File: src/rtl/mem_bus_arbiter_if.sv
// Requester and memory-line bus bundle for mem_bus_arbiter.
// slave is the arbiter's view; master is the requester/line-array side.
interface mem_bus_arbiter_if #(
  parameter int unsigned ADDR_W = 2
);
  localparam int unsigned LINES = 2 ** ADDR_W;

  logic              req_a;
  logic              req_b;
  logic              we_a;
  logic              we_b;
  logic [ADDR_W-1:0] addr_a;
  logic [ADDR_W-1:0] addr_b;
  logic [7:0]        wdata_a;
  logic [7:0]        wdata_b;
  logic              ack_a;
  logic              ack_b;
  logic [7:0]        rdata;
  logic              busy;
  logic [LINES-1:0]  line_select;
  logic              read_enable;
  logic              write_enable;
  logic [7:0]        mem_in;
  logic [7:0]        mem_out;

  modport slave (
    input  req_a, req_b, we_a, we_b, addr_a, addr_b, wdata_a, wdata_b, mem_out,
    output ack_a, ack_b, rdata, busy, line_select, read_enable, write_enable, mem_in
  );

  modport master (
    output req_a, req_b, we_a, we_b, addr_a, addr_b, wdata_a, wdata_b, mem_out,
    input  ack_a, ack_b, rdata, busy, line_select, read_enable, write_enable, mem_in
  );
endinterface

File: src/rtl/mem_bus_arbiter.sv
// Two-port round-robin controller sharing one bank of byte-wide lines.
// Each transaction runs IDLE -> SETUP -> ACCESS -> ACK; all outputs registered.
module mem_bus_arbiter #(
  parameter int unsigned ADDR_W = 2
) (
  input  logic               clk,
  input  logic               reset,
  mem_bus_arbiter_if.slave   bus
);
  localparam int unsigned LINES = 2 ** ADDR_W;

  typedef enum logic [1:0] {IDLE, SETUP, ACCESS, ACK} state_t;
  typedef enum logic {PORT_A, PORT_B} port_t;

  state_t            state;
  port_t             ptr;
  port_t             owner;
  logic              owner_we;

  port_t             win;
  logic              win_we;
  logic [ADDR_W-1:0] win_addr;
  logic [7:0]        win_wdata;

  // Arbitration: a lone requester wins, a tie is broken by the pointer
  always_comb begin
    win       = PORT_A;
    win_we    = bus.we_a;
    win_addr  = bus.addr_a;
    win_wdata = bus.wdata_a;
    if (!(bus.req_a && (!bus.req_b || ptr == PORT_A))) begin
      win       = PORT_B;
      win_we    = bus.we_b;
      win_addr  = bus.addr_b;
      win_wdata = bus.wdata_b;
    end
  end

  // Transaction FSM; line_select and mem_in double as the latched addr/wdata
  always_ff @(posedge clk or negedge reset) begin
    if (!reset) begin
      state            <= IDLE;
      ptr              <= PORT_A;
      owner            <= PORT_A;
      owner_we         <= 1'b0;
      bus.ack_a        <= 1'b0;
      bus.ack_b        <= 1'b0;
      bus.rdata        <= '0;
      bus.busy         <= 1'b0;
      bus.line_select  <= '0;
      bus.read_enable  <= 1'b0;
      bus.write_enable <= 1'b0;
      bus.mem_in       <= '0;
    end else begin
      case (state)
        IDLE: begin
          if (bus.req_a || bus.req_b) begin
            owner           <= win;
            owner_we        <= win_we;
            bus.line_select <= LINES'(1) << win_addr;
            bus.mem_in      <= win_wdata;
            bus.busy        <= 1'b1;
            state           <= SETUP;
          end
        end
        SETUP: begin
          bus.write_enable <= owner_we;
          bus.read_enable  <= !owner_we;
          state            <= ACCESS;
        end
        ACCESS: begin
          bus.write_enable <= 1'b0;
          bus.read_enable  <= 1'b0;
          bus.line_select  <= '0;
          if (!owner_we) begin
            bus.rdata <= bus.mem_out;
          end
          bus.ack_a <= (owner == PORT_A);
          bus.ack_b <= (owner == PORT_B);
          state     <= ACK;
        end
        ACK: begin
          bus.ack_a <= 1'b0;
          bus.ack_b <= 1'b0;
          bus.busy  <= 1'b0;
          ptr       <= (owner == PORT_A) ? PORT_B : PORT_A;
          state     <= IDLE;
        end
        default: state <= IDLE;
      endcase
    end
  end
endmodule

File: src/flat_wrapper.sv
// flat-port wrapper written by rule: the top's interface ports become plain ports
module mem_bus_arbiter_flat 
#(
  parameter int unsigned ADDR_W = 2
)
  (clk, reset, bus_req_a, bus_req_b, bus_we_a, bus_we_b, bus_addr_a, bus_addr_b, bus_wdata_a, bus_wdata_b, bus_mem_out, bus_ack_a, bus_ack_b, bus_rdata, bus_busy, bus_line_select, bus_read_enable, bus_write_enable, bus_mem_in);
  mem_bus_arbiter_if #(.ADDR_W(ADDR_W)) bus_i ();
  input  logic clk;
  input  logic reset;
  input wire logic [$bits(bus_i.req_a)-1:0] bus_req_a;
  input wire logic [$bits(bus_i.req_b)-1:0] bus_req_b;
  input wire logic [$bits(bus_i.we_a)-1:0] bus_we_a;
  input wire logic [$bits(bus_i.we_b)-1:0] bus_we_b;
  input wire logic [$bits(bus_i.addr_a)-1:0] bus_addr_a;
  input wire logic [$bits(bus_i.addr_b)-1:0] bus_addr_b;
  input wire logic [$bits(bus_i.wdata_a)-1:0] bus_wdata_a;
  input wire logic [$bits(bus_i.wdata_b)-1:0] bus_wdata_b;
  input wire logic [$bits(bus_i.mem_out)-1:0] bus_mem_out;
  output wire logic [$bits(bus_i.ack_a)-1:0] bus_ack_a;
  output wire logic [$bits(bus_i.ack_b)-1:0] bus_ack_b;
  output wire logic [$bits(bus_i.rdata)-1:0] bus_rdata;
  output wire logic [$bits(bus_i.busy)-1:0] bus_busy;
  output wire logic [$bits(bus_i.line_select)-1:0] bus_line_select;
  output wire logic [$bits(bus_i.read_enable)-1:0] bus_read_enable;
  output wire logic [$bits(bus_i.write_enable)-1:0] bus_write_enable;
  output wire logic [$bits(bus_i.mem_in)-1:0] bus_mem_in;
  assign bus_i.req_a = bus_req_a;
  assign bus_i.req_b = bus_req_b;
  assign bus_i.we_a = bus_we_a;
  assign bus_i.we_b = bus_we_b;
  assign bus_i.addr_a = bus_addr_a;
  assign bus_i.addr_b = bus_addr_b;
  assign bus_i.wdata_a = bus_wdata_a;
  assign bus_i.wdata_b = bus_wdata_b;
  assign bus_i.mem_out = bus_mem_out;
  assign bus_ack_a = bus_i.ack_a;
  assign bus_ack_b = bus_i.ack_b;
  assign bus_rdata = bus_i.rdata;
  assign bus_busy = bus_i.busy;
  assign bus_line_select = bus_i.line_select;
  assign bus_read_enable = bus_i.read_enable;
  assign bus_write_enable = bus_i.write_enable;
  assign bus_mem_in = bus_i.mem_in;
  mem_bus_arbiter #(.ADDR_W(ADDR_W)) u_core (.clk(clk), .reset(reset), .bus(bus_i));
endmodule
File: config.mk
export PLATFORM = sky130hd
export DESIGN_NAME = mem_bus_arbiter_flat
export DESIGN_NICKNAME = d
export VERILOG_FILES = /design/src/rtl/mem_bus_arbiter_if.sv /design/src/rtl/mem_bus_arbiter.sv /design/src/flat_wrapper.sv
export SDC_FILE = /design/constraint.sdc
export NUM_CORES = 1
export LEC_CHECK = 0
export CAP_MARGIN = 40
export CELL_PAD_IN_SITES_DETAIL_PLACEMENT = 1
export CELL_PAD_IN_SITES_GLOBAL_PLACEMENT = 2
export CORE_AREA = 3 3 78 80
export CTS_BUF_LIST = sky130_fd_sc_hd__clkbuf_8
export DETAILED_ROUTE_END_ITERATION = 8
export DIE_AREA = 0 0 81 83
export HOLD_SLACK_MARGIN = 0.12
export PLACE_DENSITY_LB_ADDON = 0.08
export SYNTH_ARGS = -nofsm -noshare
export SYNTH_HDL_FRONTEND = slang
export SYNTH_SLANG_ARGS = --single-unit
File: constraint.sdc
create_clock -name clk -period 1.99 [get_ports clk]
set_input_delay 0.199 -clock clk [delete_from_list [all_inputs] [get_ports clk]]
set_output_delay 0.199 -clock clk [all_outputs]
set_load 0.02 [all_outputs]
==> results.yml, run 1 <==
die:
  core_um2: 5470
  start_util_pct: 25.5
  die_h_um: 83
  boundaryPins: 59
  num_rows: 27
  die-area_um2: 6720
  fp.dieW_um: 81
synth:
  syn-num-nets: 159
  yosysUniqueCellTypes: 25
  ys_seq_area_share_pct: 53.8
  syn_avg_cell_area_um2: 11.5
  syn-instance-count: 121
  syn_area_um2: 1400
  yosys_warnings: 0
  ys_ff_latch: 30
route:
  dr.pass1.iters: 4
  drtAntennaViolNets: 0
  wl_per_cell_um: 14.3
  drc_errors: 0
  routed_wirelength_um: 3720
  via_count: 1142
  drt_iter0_drc: 29
  vias_per_cell: 4.39
power:
  leakage_nw: 0.933
  p_comb_share_pct: 52.1
  clockPowerShare_pct: 14.8
  intPower_mw: 2.04
  power_density_nw_per_um2: 1510
  peakVddDrop_v: 0.000648
  pwr-share-seq_pct: 33.1
  switchingPower_mw: 1.24
  switching_share_pct: 37.8
setup_path:
  cp.arrival_ps: 1680
  cp.required_ps: 2130
  cpPeakStageDelay_ps: 400
  crit_chain: "inv_1 -> ha_1 -> nor3b_2 -> buf_4 -> o21ai_0 -> o221ai_1"
  r2r-start: "u_core.state[1]"
  ff2ff_setup_slack_ps: 450
  cp-start-kind: "flop"
  path_delay_family: "flip-flops"
  path_class: "reg2reg"
  reg2reg_to: "u_core.bus.line_select[1]"
  crit_fanout: 7
  critical_path_depth: 6
  cp-endpoint: "u_core.bus.line_select[1]"
  cp_slowest_cell: "dfrtp_1"
  crit_start: "u_core.state[1]"
  critPathBufInv: 2
  cp-end-kind: "flop"
  rr_worst_depth: 6
timing:
  period_needed_ps: 1540
  setup_viol: 0
  slew-limit-headroom_pct: 73.2
  rsz0062_at_grt: "false"
  finalMaxSlewViolations: 0
  max_freq_mhz: 649
  hold_viol: 0
  skew_ps: 5.38
  finalCritPeriodShare_pct: 77.5
  tightest_slew_ps: 401
  setup_tns_ps: 0
grt:
  grt_pass1_wl_um: 6400
  grt_max_degree: 31
  grt_pass1_vias: 1293
  track_usage_pct: 12.0
  antenna_found_initial: 0
  gr-total-overflow: 0
final_layout:
  layout_common_cells: "58 x clkdlybuf4s50_1, 30 x dfrtp_1, 13 x mux2i_1"
  nets: 225
  drive_above_1_share_pct: 13.8
  diodes: 0
  fin_area_um2: 2170
  syn_to_final_growth_pct: 55.7
  nFillCells: 617
  final_common_cell: "clkdlybuf4s50_1"
placed_design:
  io_buffers: 58
  dpl_cell_area_um2: 2080
  post-dp-hpwl_um: 2950
  gp_congestion: 0.750
clock_tree:
  cts_resized: 0
  cts_setup_buffers: 0
  hold_buffers: 0
  htree_levels: 2
  clkTransAtPathRegs_ps: 60
  cts_tree: "done"
  ctsRootBufferMaster: "clkbuf_8"
  cts_made_buffers: 5
  clock_latency_ps: 270
  cts_buffer_depth: 2
  clock_sinks: 30
outcome:
  status: "completed"
run:
  maxCapViolations: 0
worst_hold_path:
  hp-class: "in2async"
power by group through the flow:
| stage | Combinational [mW] | Clock, mW | Sequential, mW |
|---|---|---|---|
| 2_1_floorplan | 0.674 | 0 | 1.36 |
| 3_3_place_gp | 1.69 | 0 | 1.09 |
| 3_5_place_dp | 1.74 | 0 | 1.11 |
| 4_1_cts | 1.75 | 0.513 | 1.10 |
| 5_1_grt | 1.87 | 0.547 | 1.13 |
| 6_report | 1.71 | 0.487 | 1.09 |
area by class of cell:
cell class | count | area [um2] | share of cell area (%)
sequential | 30 | 751 | 34.6
timing repair buffer | 64 | 626 | 28.8
tap | 72 | 90.1 | 4.15
multi-input combinational | 80 | 592 | 27.2
clock buffer | 6 | 82.6 | 3.80
clock inverter | 2 | 8.76 | 0.403
inverter | 6 | 22.5 | 1.04
Yosys cell counts, drive strengths merged:
| master | number | area, um2 |
|---|---|---|
| a21boi | 1 | 18.8 |
| a21oi | 4 | 20.0 |
| a22oi | 1 | 7.51 |
| buf | 3 | 21.3 |
| clkbuf | 2 | 8.75 |
| dfrtp | 30 | 751 |
| ha | 4 | 50.1 |
| inv | 6 | 22.5 |
| mux2 | 10 | 113 |
| mux2i | 13 | 130 |
| nand2 | 10 | 37.5 |
| nand2b | 2 | 12.5 |
| nand3 | 1 | 10.0 |
| nand3b | 1 | 7.51 |
| nand4 | 1 | 6.26 |
| nor2 | 6 | 22.5 |
| nor2b | 5 | 31.3 |
| nor3 | 1 | 5.00 |
| nor3b | 1 | 12.5 |
| o21ai | 15 | 75.1 |
| o221ai | 2 | 17.5 |
| o31ai | 2 | 15.0 |
through the flow:
| step | utilization [%] | instances | worst slack [ps] | hold WS (ps) | total power [mW] |
|---|---|---|---|---|---|
| CTS | 39.7 | 260 | 407 | 339 | 3.36 |
| detailed placement | 38.0 | 252 | 291 | 477 | 2.85 |
| global placement | 38.0 | 252 | 351 | 473 | 2.78 |
| finish | 39.7 | 260 | 448 | 325 | 3.28 |
| floorplan | - | 121 | 457 | -96.6 | 2.04 |
| global route | 39.7 | 260 | 253 | 356 | 3.54 |
worst reg2reg max path, delay by kind of cell, from the launching register on:
family / cells / cell delay [ps]
adder cells (fa/ha/maj): 1 / 260
AND/OR/NAND/NOR: 1 / 190
AO/OA/AOI/OAI: 2 / 310
buffers and inverters: 2 / 250
flip-flops: 1 / 400
sequential cells by signal (all words and copies together), names as in the netlist, 2 cells and up:
register	flops
u_core.state	2
u_core.bus.rdata	8
u_core.bus.mem_in	8
u_core.bus.line_select	4
worst min-delay path by stage:
stage                     slack [ps]                   endpoint
after floorplan                 -100           u_core.bus.ack_a
after global placement           470       u_core.bus.mem_in[3]
after detailed placement         480       u_core.bus.mem_in[3]
after CTS                        340  u_core.bus.line_select[1]
after global routing             360  u_core.bus.line_select[1]
final                            330  u_core.bus.line_select[1]
logic make-up after synthesis:
family	after synthesis	synth area share, %
compound gates	25	11.0
buf+inv	11	3.77
flops	30	53.8
fa+ha+maj	4	3.59
simple gates	28	10.4
mux	23	17.4
routing by layer:
layer,track usage [%],vias up,wire length (um)
li1,-,554,-
met1,14.9,547,1630
met2,19.6,37,1850
met3,4.23,4,214
met4,3.07,0,33
met5,0,-,0
Note: power is estimated with default switching activity, not from simulation.
==> run 2, diff against run 1 <==
--- a/config.mk
+++ b/config.mk
@@ -8,10 +8,10 @@
 export CAP_MARGIN = 40
 export CELL_PAD_IN_SITES_DETAIL_PLACEMENT = 1
 export CELL_PAD_IN_SITES_GLOBAL_PLACEMENT = 2
-export CORE_AREA = 3 3 78 80
+export CORE_AREA = 3 3 81 83
 export CTS_BUF_LIST = sky130_fd_sc_hd__clkbuf_8
 export DETAILED_ROUTE_END_ITERATION = 8
-export DIE_AREA = 0 0 81 83
+export DIE_AREA = 0 0 84 86
 export HOLD_SLACK_MARGIN = 0.12
 export PLACE_DENSITY_LB_ADDON = 0.08
 export SYNTH_ARGS = -nofsm -noshare
==> constraint.sdc (replaced) <==
create_clock -name clk -period 1.4 [get_ports clk]
set_input_delay 0.14 -clock clk [delete_from_list [all_inputs] [get_ports clk]]
set_output_delay 0.14 -clock clk [all_outputs]
set_load 0.02 [all_outputs]
==> results.yml, run 2 (synthesis gave the netlist of run 1 again) <==
outcome:
  status: "completed"
final_layout:
  seq_area_um2: 751
  utilization_pct: 40.5
  syn_to_final_growth_pct: 72.0
  diodes: 0
  layout_common_cells: "33 x clkdlybuf4s50_1, 30 x dfrtp_1, 17 x dlymetal6s2s_1, 17 x buf_4, 13 x mux2i_1"
  multiInputGateArea_um2: 678
  nFillCells: 640
  top_regs: "u_core.bus.mem_in x8, u_core.bus.rdata x8, u_core.bus.line_select x4"
  final_common_cell: "clkdlybuf4s50_1"
  drive_above_1_share_pct: 24.0
  nets: 238
die:
  num_rows: 28
  die-area_um2: 7220
  core_um2: 5920
  boundaryPins: 59
  start_util_pct: 23.6
  fp.dieW_um: 84
  die_h_um: 86
worst_hold_path:
  hp-class: "in2async"
grt:
  met3_usage_pct: 4.80
  met2_usage_pct: 19.2
  busiest_layer: "met2"
  antenna_found_initial: 0
  track_usage_pct: 11.3
  grt_pass1_vias: 1337
  grtUsageMet1_pct: 13.1
  grt_pass1_wl_um: 6350
  gr-total-overflow: 0
  grt_max_degree: 31
clock_tree:
  ctsRootBufferMaster: "clkbuf_8"
  clkTransAtPathRegs_ps: 70
  clock_sinks: 30
  cts_tree: "done"
  clock_latency_ps: 290
  cts_buffer_depth: 2
  cts_made_buffers: 5
  hold_buffers: 0
  htree_levels: 2
timing:
  slew-limit-headroom_pct: 73.3
  setup_tns_ps: 0
  rsz0062_at_grt: "true"
  setup_viol: 0
  tightest_slew_ps: 401
  period_needed_ps: 1400
  timing.final.ws_setup_ps: 0.412
  finalMaxSlewViolations: 0
  max_freq_mhz: 714
  skew_ps: 6.79
  finalCritPeriodShare_pct: 100
  hold_viol: 0
placed_design:
  gp_congestion: 0.692
  post-dp-hpwl_um: 2980
  io_buffers: 58
  pre_cts_ws_ps: -134
route:
  drtAntennaViolNets: 0
  routed_wirelength_um: 3980
  dr.pass1.iters: 4
  drc_errors: 0
  via_count: 1191
  drt_iter0_drc: 19
  vias_per_cell: 4.33
  wl_per_cell_um: 14.5
setup_path:
  cp.arrival_ps: 1570
  cp.required_ps: 1570
  cp_slowest_cell: "dfrtp_1"
  cp-start-kind: "flop"
  crit_chain: "inv_2 -> ha_4 -> nor2b_4 -> buf_8 -> mux2_4"
  path_class: "reg2reg"
  cpPeakStageDelay_ps: 390
  cp-end-kind: "flop"
  crit_fanout: 8
power:
  power_density_nw_per_um2: 2090
  peakVddDrop_v: 0.000648
  leakage_nw: 1.25
run:
  maxCapViolations: 0
run 2: cell types whose count changed in the layout (fill, tap and decap cells not counted), sizes merged, moves of 8 or more:
cell / change
dlygate4sd2: +8
dlymetal6s2s: +17
buf: +13
clkdlybuf4s50: -25
run 2: power breakdown:
group / internal [mW] / switching, mW
sequential: 1.29 / 0.246
combinational: 1.48 / 1.34
clock: 0.333 / 0.337
run 2: what timing repair did:
| action | CTS | global route |
|---|---|---|
| setup buffers | 1 | 0 |
| pin swaps | 0 | 4 |
| setup endpoints to repair | 19 | 32 |
| resized for setup | 13 | 34 |
run 2: stage by stage:
step | area [um2] | cells | total power, mW | hold WS (ps)
floorplan | 1410 | 121 | 2.95 | -156
global placement | 2200 | 267 | 4.16 | 465
detailed placement | 2200 | 267 | 4.24 | 473
CTS | 2310 | 275 | 4.99 | 267
global route | 2400 | 275 | 5.41 | 278
finish | 2400 | 275 | 5.03 | 238
run 2: worst max-delay path, delay by kind of cell, from the launching register on:
family                     cells  cell delay, ps
and+or+nand+nor                1             150
buffers and inverters          2             270
DFF                            1             390
adders and majority gates      1             160
muxes                          1             300
run 2: worst paths after layout:
check / start / end / slack (ps) / cells past startpoint
worst max-delay path: u_core.state[0] / u_core.bus.rdata[5] / 0.4 / 5
worst min-delay path: reset / u_core.bus.line_select[1] / 240 / 2
worst max register to register: u_core.state[0] / u_core.bus.rdata[5] / 0.4 / 5
worst min register to register: u_core.owner / u_core.ptr / 470 / 1
max in group asynchronous: reset / u_core.bus.mem_in[0] / 850 / 2
min in group clk: bus_mem_out[0] / u_core.bus.rdata[0] / 470 / 2
run 2: cell type report:
cell class	count	share of cell area [%]
clock buffer	5	2.87
clock inverter	2	0.417
inverter	6	0.938
multi-input combinational	80	28.3
sequential	30	31.3
tap	75	3.91
timing repair buffer	77	32.3
run 2: metal layers:
metal  routed length (um)  share of wire [%]
met5                    0                  0
met4                   50                1.3
met3                  220                5.5
met2                 2020                 51
met1                 1690                 42
